--- config.mk ---
export PLATFORM = sky130hd
export DESIGN_NAME = pwm_bank
export DESIGN_NICKNAME = d
export VERILOG_FILES = /design/src/rtl/pwm_bank.sv
export SDC_FILE = /design/constraint.sdc
export NUM_CORES = 1
export LEC_CHECK = 0
export CORE_MARGIN = 10
export CORE_UTILIZATION = 35
export DETAILED_ROUTE_END_ITERATION = 8
export PLACE_DENSITY = 0.6
export SYNTH_ARGS = -nofsm -noshare
export SYNTH_HDL_FRONTEND = slang
export SYNTH_SLANG_ARGS = --single-unit
--- constraint.sdc ---
create_clock -name clk_axi -period 11.8 [get_ports clk_axi]
set_clock_uncertainty 0.15 [all_clocks]
set_input_delay 2.36 -clock clk_axi [delete_from_list [all_inputs] [get_ports clk_axi]]
set_output_delay 2.36 -clock clk_axi [all_outputs]
set_load 0.01 [all_outputs]
--- src/rtl/pwm_bank.sv ---
// rtl/pwm_bank.sv - N-channel PWM bank with per-channel prescaler, shadowed duty and soft-start ramp
module pwm_bank #(
  parameter int N_CH  = 6,
  parameter int CNT_W = 8,
  parameter int DIV_W = 3
) (
  input  logic                  clk_axi,
  input  logic                  rst,
  input  logic [N_CH-1:0]       en,
  input  logic [N_CH-1:0]       ch_rst,
  input  logic [N_CH-1:0]       duty_inc,
  input  logic [N_CH-1:0]       duty_dec,
  input  logic [N_CH-1:0]       duty_load,
  input  logic [N_CH*CNT_W-1:0] duty_set,
  input  logic [N_CH*DIV_W-1:0] div,
  input  logic [N_CH-1:0]       ramp_en,
  output logic [N_CH-1:0]       pwm_out,
  output logic [N_CH*CNT_W-1:0] duty_cur,
  output logic [N_CH-1:0]       period_stb
);

  localparam logic [CNT_W-1:0] CNT_MAX  = '1;
  localparam logic [CNT_W-1:0] CNT_LAST = CNT_MAX - 1'b1;

  for (genvar i = 0; i < N_CH; i++) begin : g_ch
    logic [DIV_W-1:0] pre_cnt;
    logic [CNT_W-1:0] cnt;
    logic [CNT_W-1:0] duty_tgt;
    logic [CNT_W-1:0] duty_act;
    logic             inc_q;
    logic             dec_q;
    logic             pwm_q;
    logic             stb_q;

    logic [DIV_W-1:0] div_i;
    logic [CNT_W-1:0] set_i;
    logic             tick;
    logic             wrap;
    logic             inc_edge;
    logic             dec_edge;
    logic [CNT_W-1:0] tgt_next;
    logic [CNT_W-1:0] act_next;

    assign div_i = div[i*DIV_W +: DIV_W];
    assign set_i = duty_set[i*CNT_W +: CNT_W];

    always_comb begin
      // >= rather than == so a div decrease below pre_cnt ticks at once
      tick     = pre_cnt >= div_i;
      wrap     = tick && (cnt == CNT_LAST);
      inc_edge = duty_inc[i] && !inc_q;
      dec_edge = duty_dec[i] && !dec_q;

      tgt_next = duty_tgt;
      if (duty_load[i])
        tgt_next = set_i;
      else if (inc_edge && !dec_edge && duty_tgt != CNT_MAX)
        tgt_next = duty_tgt + 1'b1;
      else if (dec_edge && !inc_edge && duty_tgt != '0)
        tgt_next = duty_tgt - 1'b1;

      act_next = duty_tgt;
      if (ramp_en[i]) begin
        if (duty_act < duty_tgt)
          act_next = duty_act + 1'b1;
        else if (duty_act > duty_tgt)
          act_next = duty_act - 1'b1;
        else
          act_next = duty_act;
      end
    end

    always_ff @(posedge clk_axi or posedge rst) begin
      if (rst) begin
        pre_cnt  <= '0;
        cnt      <= '0;
        duty_tgt <= '0;
        duty_act <= '0;
        inc_q    <= 1'b0;
        dec_q    <= 1'b0;
        pwm_q    <= 1'b0;
        stb_q    <= 1'b0;
      end else if (ch_rst[i]) begin
        pre_cnt  <= '0;
        cnt      <= '0;
        duty_tgt <= '0;
        duty_act <= '0;
        inc_q    <= 1'b0;
        dec_q    <= 1'b0;
        pwm_q    <= 1'b0;
        stb_q    <= 1'b0;
      end else begin
        inc_q    <= duty_inc[i];
        dec_q    <= duty_dec[i];
        duty_tgt <= tgt_next;
        if (!en[i]) begin
          pre_cnt  <= '0;
          cnt      <= '0;
          pwm_q    <= 1'b0;
          stb_q    <= 1'b0;
          duty_act <= ramp_en[i] ? '0 : duty_tgt;
        end else begin
          pwm_q <= cnt < duty_act;
          stb_q <= wrap;
          if (tick) begin
            pre_cnt <= '0;
            cnt     <= wrap ? '0 : cnt + 1'b1;
          end else begin
            pre_cnt <= pre_cnt + 1'b1;
          end
          // duty_act only moves at the period boundary to keep pulses glitch-free
          if (wrap)
            duty_act <= act_next;
        end
      end
    end

    assign pwm_out[i]                    = pwm_q;
    assign period_stb[i]                 = stb_q;
    assign duty_cur[i*CNT_W +: CNT_W]    = duty_act;
  end

endmodule

==> flow_summary.toml, run 1 <==
[floorplanning]
placeableCoreArea_sq_mm = 0.0431
die_h_um = 229
initial_utilization = 0.354
rows = 76
io_pins = 164
die_area_sq_mm = 0.0523
die_x_um = 229

[clocking]
clock_sinks = 186
insertion_delay_ps = 490
clockBufferDepth = 2
postCtsHoldBufs = 0
cts_tree = "yes"
htree_levels = 4
path_clk_slew_ps = 70
cts-resized-gates = 0
post_cts_buffers = 0
cts-buffers-inserted = 17
cts_root_buf = "clkbuf_16"

[place]
numPortBuffers = 163
gp_congestion = 0.843
dp.final_hpwl_mm = 31.1
place_inst = 2445
pre_cts_ws_ps = 6470

[yosys]
yosysTopAreaCell = "dfrtp_1"
syn_avg_cell_area_sq_um = 8.76
synth_cell_types = 76
netlist_area_sq_mm = 0.0152
async_reset_ff_frac = 1.00
synthFlopType = "dfrtp_1"
ys_ff_latch = 186
synth-seq-area-share = 0.305
synth_nets = 2053
yosysMostFrequentCell = "ha_1"
synth_common_cells = "ha_1 (198), dfrtp_1 (186), inv_1 (164)"
syn_inst = 1739
synthTopCellsByArea = "dfrtp_1 (31%), ha_1 (16%), inv_1 (4.0%), nor2_1 (3.7%), a21oi_1 (3.3%)"
ys_warn_count = 0
synth_edf_count = 0
synth.top_cell.area_share = 0.305

[power_and_ir_drop]
p_leak_nw = 8.11
p_int_mw = 1.47
switching_share = 0.372
combPwrFrac = 0.393
vdd_ir_drop_max_v = 0.0000695
switchingPower_mw = 0.869
clockPowerShare = 0.280
p_per_area_mw_per_mm2 = 129
seqPwrFrac = 0.327

[status]
outcome = "complete, no violations"

[timing]
min_period_ps = 4890
worstMarginPinSlew_ps = 1070
finalSetupViolCount = 0
setup-tns-final_ps = 0
maxSlewHeadroom = 0.282
hold_ws_ps = 310
fmaxAchievable_mhz = 204
hold_violations = 0
rsz0062_at_grt = "false"
fin_crit_sh = 0.415
setup_slack_ps = 6910
report.final.slew_viol_count = 0

[setup_path]
start_kind = "input pin"
path_class = "input pin to register"
end_kind = "register"
regToRegSetupSlack_ps = 7860
path_max_fanout = 12
rr_worst_depth = 13
worstReg2RegEnd = "g_ch[1].duty_act[7]"
required_ps = 12050
rr_startpoint = "g_ch[1].duty_tgt[3]"
crit_arrival_ps = 5150

[worst_hold_path]
hp-class = "register to register"
min_path_cells = 1
min_to = "g_ch[4].pre_cnt[0]"
hold_start = "g_ch[4].pre_cnt[0]"

[route]
wl_mm = 41.2
vias_per_cell = 5.36
wl_met3_mm = 1.93
drc = 0
wl_per_cell_um = 16.6
antenna_left = 0
vias = 13300
wl_met2_mm = 19.3
wl_met1_mm = 19.3
firstDrtPassIters = 6
drt_iter0_drc = 901
top_layer_used = "met4"

[global_routing]
globalRouteOverflowTotal = 0
grt_pass1_wl_mm = 68.4
grtUsageTotal = 0.158
antenna_found_initial = 0
grt_max_degree = 126
grt_pass1_vias = 13400

[finish]
fin_util = 0.419
fin_nets = 2193
layout-drive-gt1-share = 0.0481
final_cells = 2477
area_growth_pct = 18.4
diodes = 0

[job]
cap_violations = 0
## state kept, by name, indices dropped and copies added, names as in the netlist
signal / flops
g_ch.cnt: 48
g_ch.duty_act: 48
g_ch.duty_tgt: 48
g_ch.pre_cnt: 18
g_ch.dec_q: 6
g_ch.inc_q: 6
g_ch.pwm_q: 6
g_ch.stb_q: 6
## cells by family (layout without fill, tap and decap cells)
group	after synthesis	in the layout	share of synthesized area
fa+ha+maj	210	210	0.178
mux	46	46	0.0320
buf+inv	219	372	0.0584
simple gates	566	566	0.184
compound gates	422	422	0.190
xor+xnor	90	90	0.0517
flops	186	186	0.305
## power by group through the flow
| stage | clock [mW] | sequential [mW] | combinational (mW) |
|---|---|---|---|
| finish | 0.653 | 0.764 | 0.919 |
| global route | 0.702 | 0.773 | 1.04 |
| CTS | 0.682 | 0.765 | 0.921 |
| detailed placement | 0 | 0.777 | 0.915 |
| global placement | 0 | 0.777 | 0.890 |
| floorplan | 0 | 0.754 | 0.668 |
## layout make-up
cell class	instances	area, sq um
Clock inverter	14	208
Multi-Input combinational cell	1334	9690
Inverter	170	646
Tap cell	585	732
Clock buffer	18	429
Fill cell	4221	25000
Timing Repair Buffer	170	1680
Sequential cell	186	4650
## metrics by stage
step	area [sq um]	power [mW]
2_1_floorplan	15200	1.42
3_3_place_gp	17400	1.67
3_5_place_dp	17400	1.69
4_1_cts	18000	2.37
5_1_grt	18000	2.51
6_report	18000	2.34
## placed cells by master, fill, tap and decap left out, drive strengths merged, types with 14 or more instances in the layout
cell type	synthesis	layout
o211ai	24	24
and2	17	17
a211o	19	19
clkdlybuf4s50	0	163
a211oi	19	19
o21ai	65	65
or3	23	23
o21bai	24	24
nand4	40	40
nor2	152	152
xor2	40	40
clkbuf	20	18
nor4	25	25
a21oi	106	106
nor3	38	38
a21o	30	30
nor2b	35	35
ha	198	198
a31oi	27	27
mux2i	24	24
nand2b	28	28
nand3	40	40
xnor2	50	50
nand2	130	130
dfrtp	186	186
and3	15	15
inv	165	171
mux2	22	22
o31ai	14	14
## worst max-delay path by stage
stage / start / to / cells after the start
after floorplan: rst / g_ch[0].cnt[0] / 1
after global placement: duty_inc[1] / g_ch[1].duty_tgt[7] / 10
after detailed placement: duty_inc[4] / g_ch[4].duty_tgt[7] / 10
after CTS: duty_inc[4] / g_ch[4].duty_tgt[7] / 10
after global routing: duty_inc[5] / g_ch[5].duty_tgt[7] / 10
final: duty_inc[4] / g_ch[4].duty_tgt[7] / 10
## routing by layer
| metal | global-route usage | up-vias |
|---|---|---|
| met1 | 0.201 | 6428 |
| met2 | 0.260 | 263 |
| met4 | 0.0462 | 0 |
| li1 | - | 6550 |
| met3 | 0.0391 | 39 |
| met5 | 0 | - |
## worst max-delay path, cell delays in order
cell and delay, ps:
clkdlybuf4s50_1 480, nor2b_1 180, o211ai_1 450, ha_1 480
a21oi_1 200, o21ai_0 130, a2111oi_0 390, nor3_1 130
a21boi_0 140, nor3_1 210
(Power assumes the default switching activity.)
==> run 2, diff against run 1 <==
--- a/config.mk
+++ b/config.mk
@@ -8,7 +8,7 @@
 export CORE_MARGIN = 10
 export CORE_UTILIZATION = 35
 export DETAILED_ROUTE_END_ITERATION = 8
-export PLACE_DENSITY = 0.6
+export PLACE_DENSITY = 0.62
 export SYNTH_ARGS = -nofsm -noshare
 export SYNTH_HDL_FRONTEND = slang
 export SYNTH_SLANG_ARGS = --single-unit
==> constraint.sdc (replaced) <==
create_clock -name clk_axi -period 4.3 [get_ports clk_axi]
set_clock_uncertainty 0.15 [all_clocks]
set_input_delay 0.86 -clock clk_axi [delete_from_list [all_inputs] [get_ports clk_axi]]
set_output_delay 0.86 -clock clk_axi [all_outputs]
set_load 0.01 [all_outputs]
==> run 2 against run 1 <==
Compared with the run above: core utilization rose by 0.16 points; critical endpoint is now g_ch[1].duty_act[7]; via count is 0.68% lower; clock-buffer cell count unchanged.
==> flow_summary.toml, run 2 (same netlist as run 1, synthesis figures left out) <==
[status]
outcome = "complete, no violations"

[setup_path]
cp_slowest_stage_delay_ps = 660
required_ps = 4530
end_kind = "register"
start_kind = "register"
path_cells = "inv_1 > ha_1 > and2b_1 > o21bai_4 > and2_4 > o21ai_0 > ha_1 > a211oi_1 > o21ai_0 > a31o_2 > a31o_2 > a32oi_1 > o2bb2ai_1"
path_buf_inv = 1
crit_slowest_cell = "o21ai_0"
crit_arrival_ps = 4100
crit_family = "compound AO/OA/AOI/OAI gates"
path_max_fanout = 7
path_class = "register to register"

[place]
dp.final_hpwl_mm = 31.3
numPortBuffers = 163
gp_congestion = 0.870
place_inst = 2458

[route]
antenna_left = 0
wl_mm = 40.6
firstDrtPassIters = 5
wl_per_cell_um = 16.3
drc = 0
wl_met1_mm = 18.8
drt_iter0_drc = 947
vias = 13200
top_layer_used = "met4"
vias_per_cell = 5.30
wl_met3_mm = 1.47
wl_met2_mm = 19.5

[timing]
finalSetupViolCount = 0
fin_crit_sh = 0.902
maxSlewHeadroom = 0.318
report.final.slew_viol_count = 0
fmaxAchievable_mhz = 258
rsz0062_at_grt = "false"
worstMarginPinSlew_ps = 1020
min_period_ps = 3880
hold_violations = 0
setup-tns-final_ps = 0

[finish]
layout_commonest_cell = "ha_1"
fin_nets = 2206
area_growth_pct = 18.9
top_regs = "g_ch.cnt x48, g_ch.duty_act x48, g_ch.duty_tgt x48"
fin_util = 0.420
diodes = 0
final_cell_mix = "ha_1 (198), dfrtp_1 (186), inv_1 (163), clkdlybuf4s50_1 (163), nor2_1 (152)"
num-fill-cells = 4226
layout-drive-gt1-share = 0.0546
final_cells = 2490

[clocking]
clock_sinks = 186
insertion_delay_ps = 490
cts_root_buf = "clkbuf_16"
cts_tree = "yes"
postCtsHoldBufs = 0
path_clk_slew_ps = 80
clockBufferDepth = 2
post_cts_buffers = 0
cts-buffers-inserted = 17
htree_levels = 4
cts-resized-gates = 0

[global_routing]
grt_max_degree = 45
grt_pass1_vias = 13300
grtUsageTotal = 0.155
antenna_found_initial = 0
grt_pass1_wl_mm = 67.6
globalRouteOverflowTotal = 0

[power_and_ir_drop]
switchingPower_mw = 2.39
vdd_ir_drop_max_v = 0.000244
seqPwrFrac = 0.333
combPwrFrac = 0.406
switching_share = 0.381
p_per_area_mw_per_mm2 = 346
p_leak_nw = 8.15
clockPowerShare = 0.261
p_int_mw = 3.88

[floorplanning]
io_pins = 164
initial_utilization = 0.354
die_area_sq_mm = 0.0523
placeableCoreArea_sq_mm = 0.0431
rows = 76
die_h_um = 229
die_x_um = 229

[job]
cap_violations = 0

[worst_hold_path]
hp-class = "register to register"
run 2: metrics by stage:
step,hold WS (ps),setup WS (ps),cell area (sq um),total power [mW]
floorplan,282,893,15200,3.90
global placement,298,542,17500,4.58
detailed placement,309,469,17500,4.65
CTS,322,469,18100,6.35
global route,341,198,18100,6.75
finish,319,422,18100,6.27
run 2: metal layers:
layer	global-route usage	vias to the layer above
li1	-	6569
met1	0.193	6302
met2	0.261	267
met3	0.0331	52
met4	0.0537	0
met5	0	-
run 2: power groups by stage:
stage	clock network, mW	logic [mW]	registers, mW
finish	1.64	2.54	2.09
global route	1.78	2.86	2.11
CTS	1.72	2.55	2.09
detailed placement	0	2.52	2.12
global placement	0	2.46	2.12
floorplan	0	1.83	2.07
run 2: cell type report:
cell class                      instances  area, sq um  share of cell area
Clock buffer                           18          429              0.0237
Clock inverter                         14          156             0.00863
Inverter                              170          642              0.0354
Multi-Input combinational cell       1334         9690               0.535
Sequential cell                       186         4650               0.257
Tap cell                              585          732              0.0404
Timing Repair Buffer                  183         1810              0.0998
run 2: path summary, 6_finish.rpt:
path,start,to,slack (ps),depth (start not counted)
worst min-delay path,g_ch[0].pre_cnt[0],g_ch[0].pre_cnt[0],320,1
max in group asynchronous,rst,g_ch[5].duty_tgt[7],2380,4
worst max register to register,g_ch[1].duty_tgt[1],g_ch[1].duty_act[7],420,13
worst min register to register,g_ch[0].pre_cnt[0],g_ch[0].pre_cnt[0],320,1
min in group asynchronous,rst,g_ch[4].pre_cnt[2],680,2
worst max-delay path,g_ch[1].duty_tgt[1],g_ch[1].duty_act[7],420,13
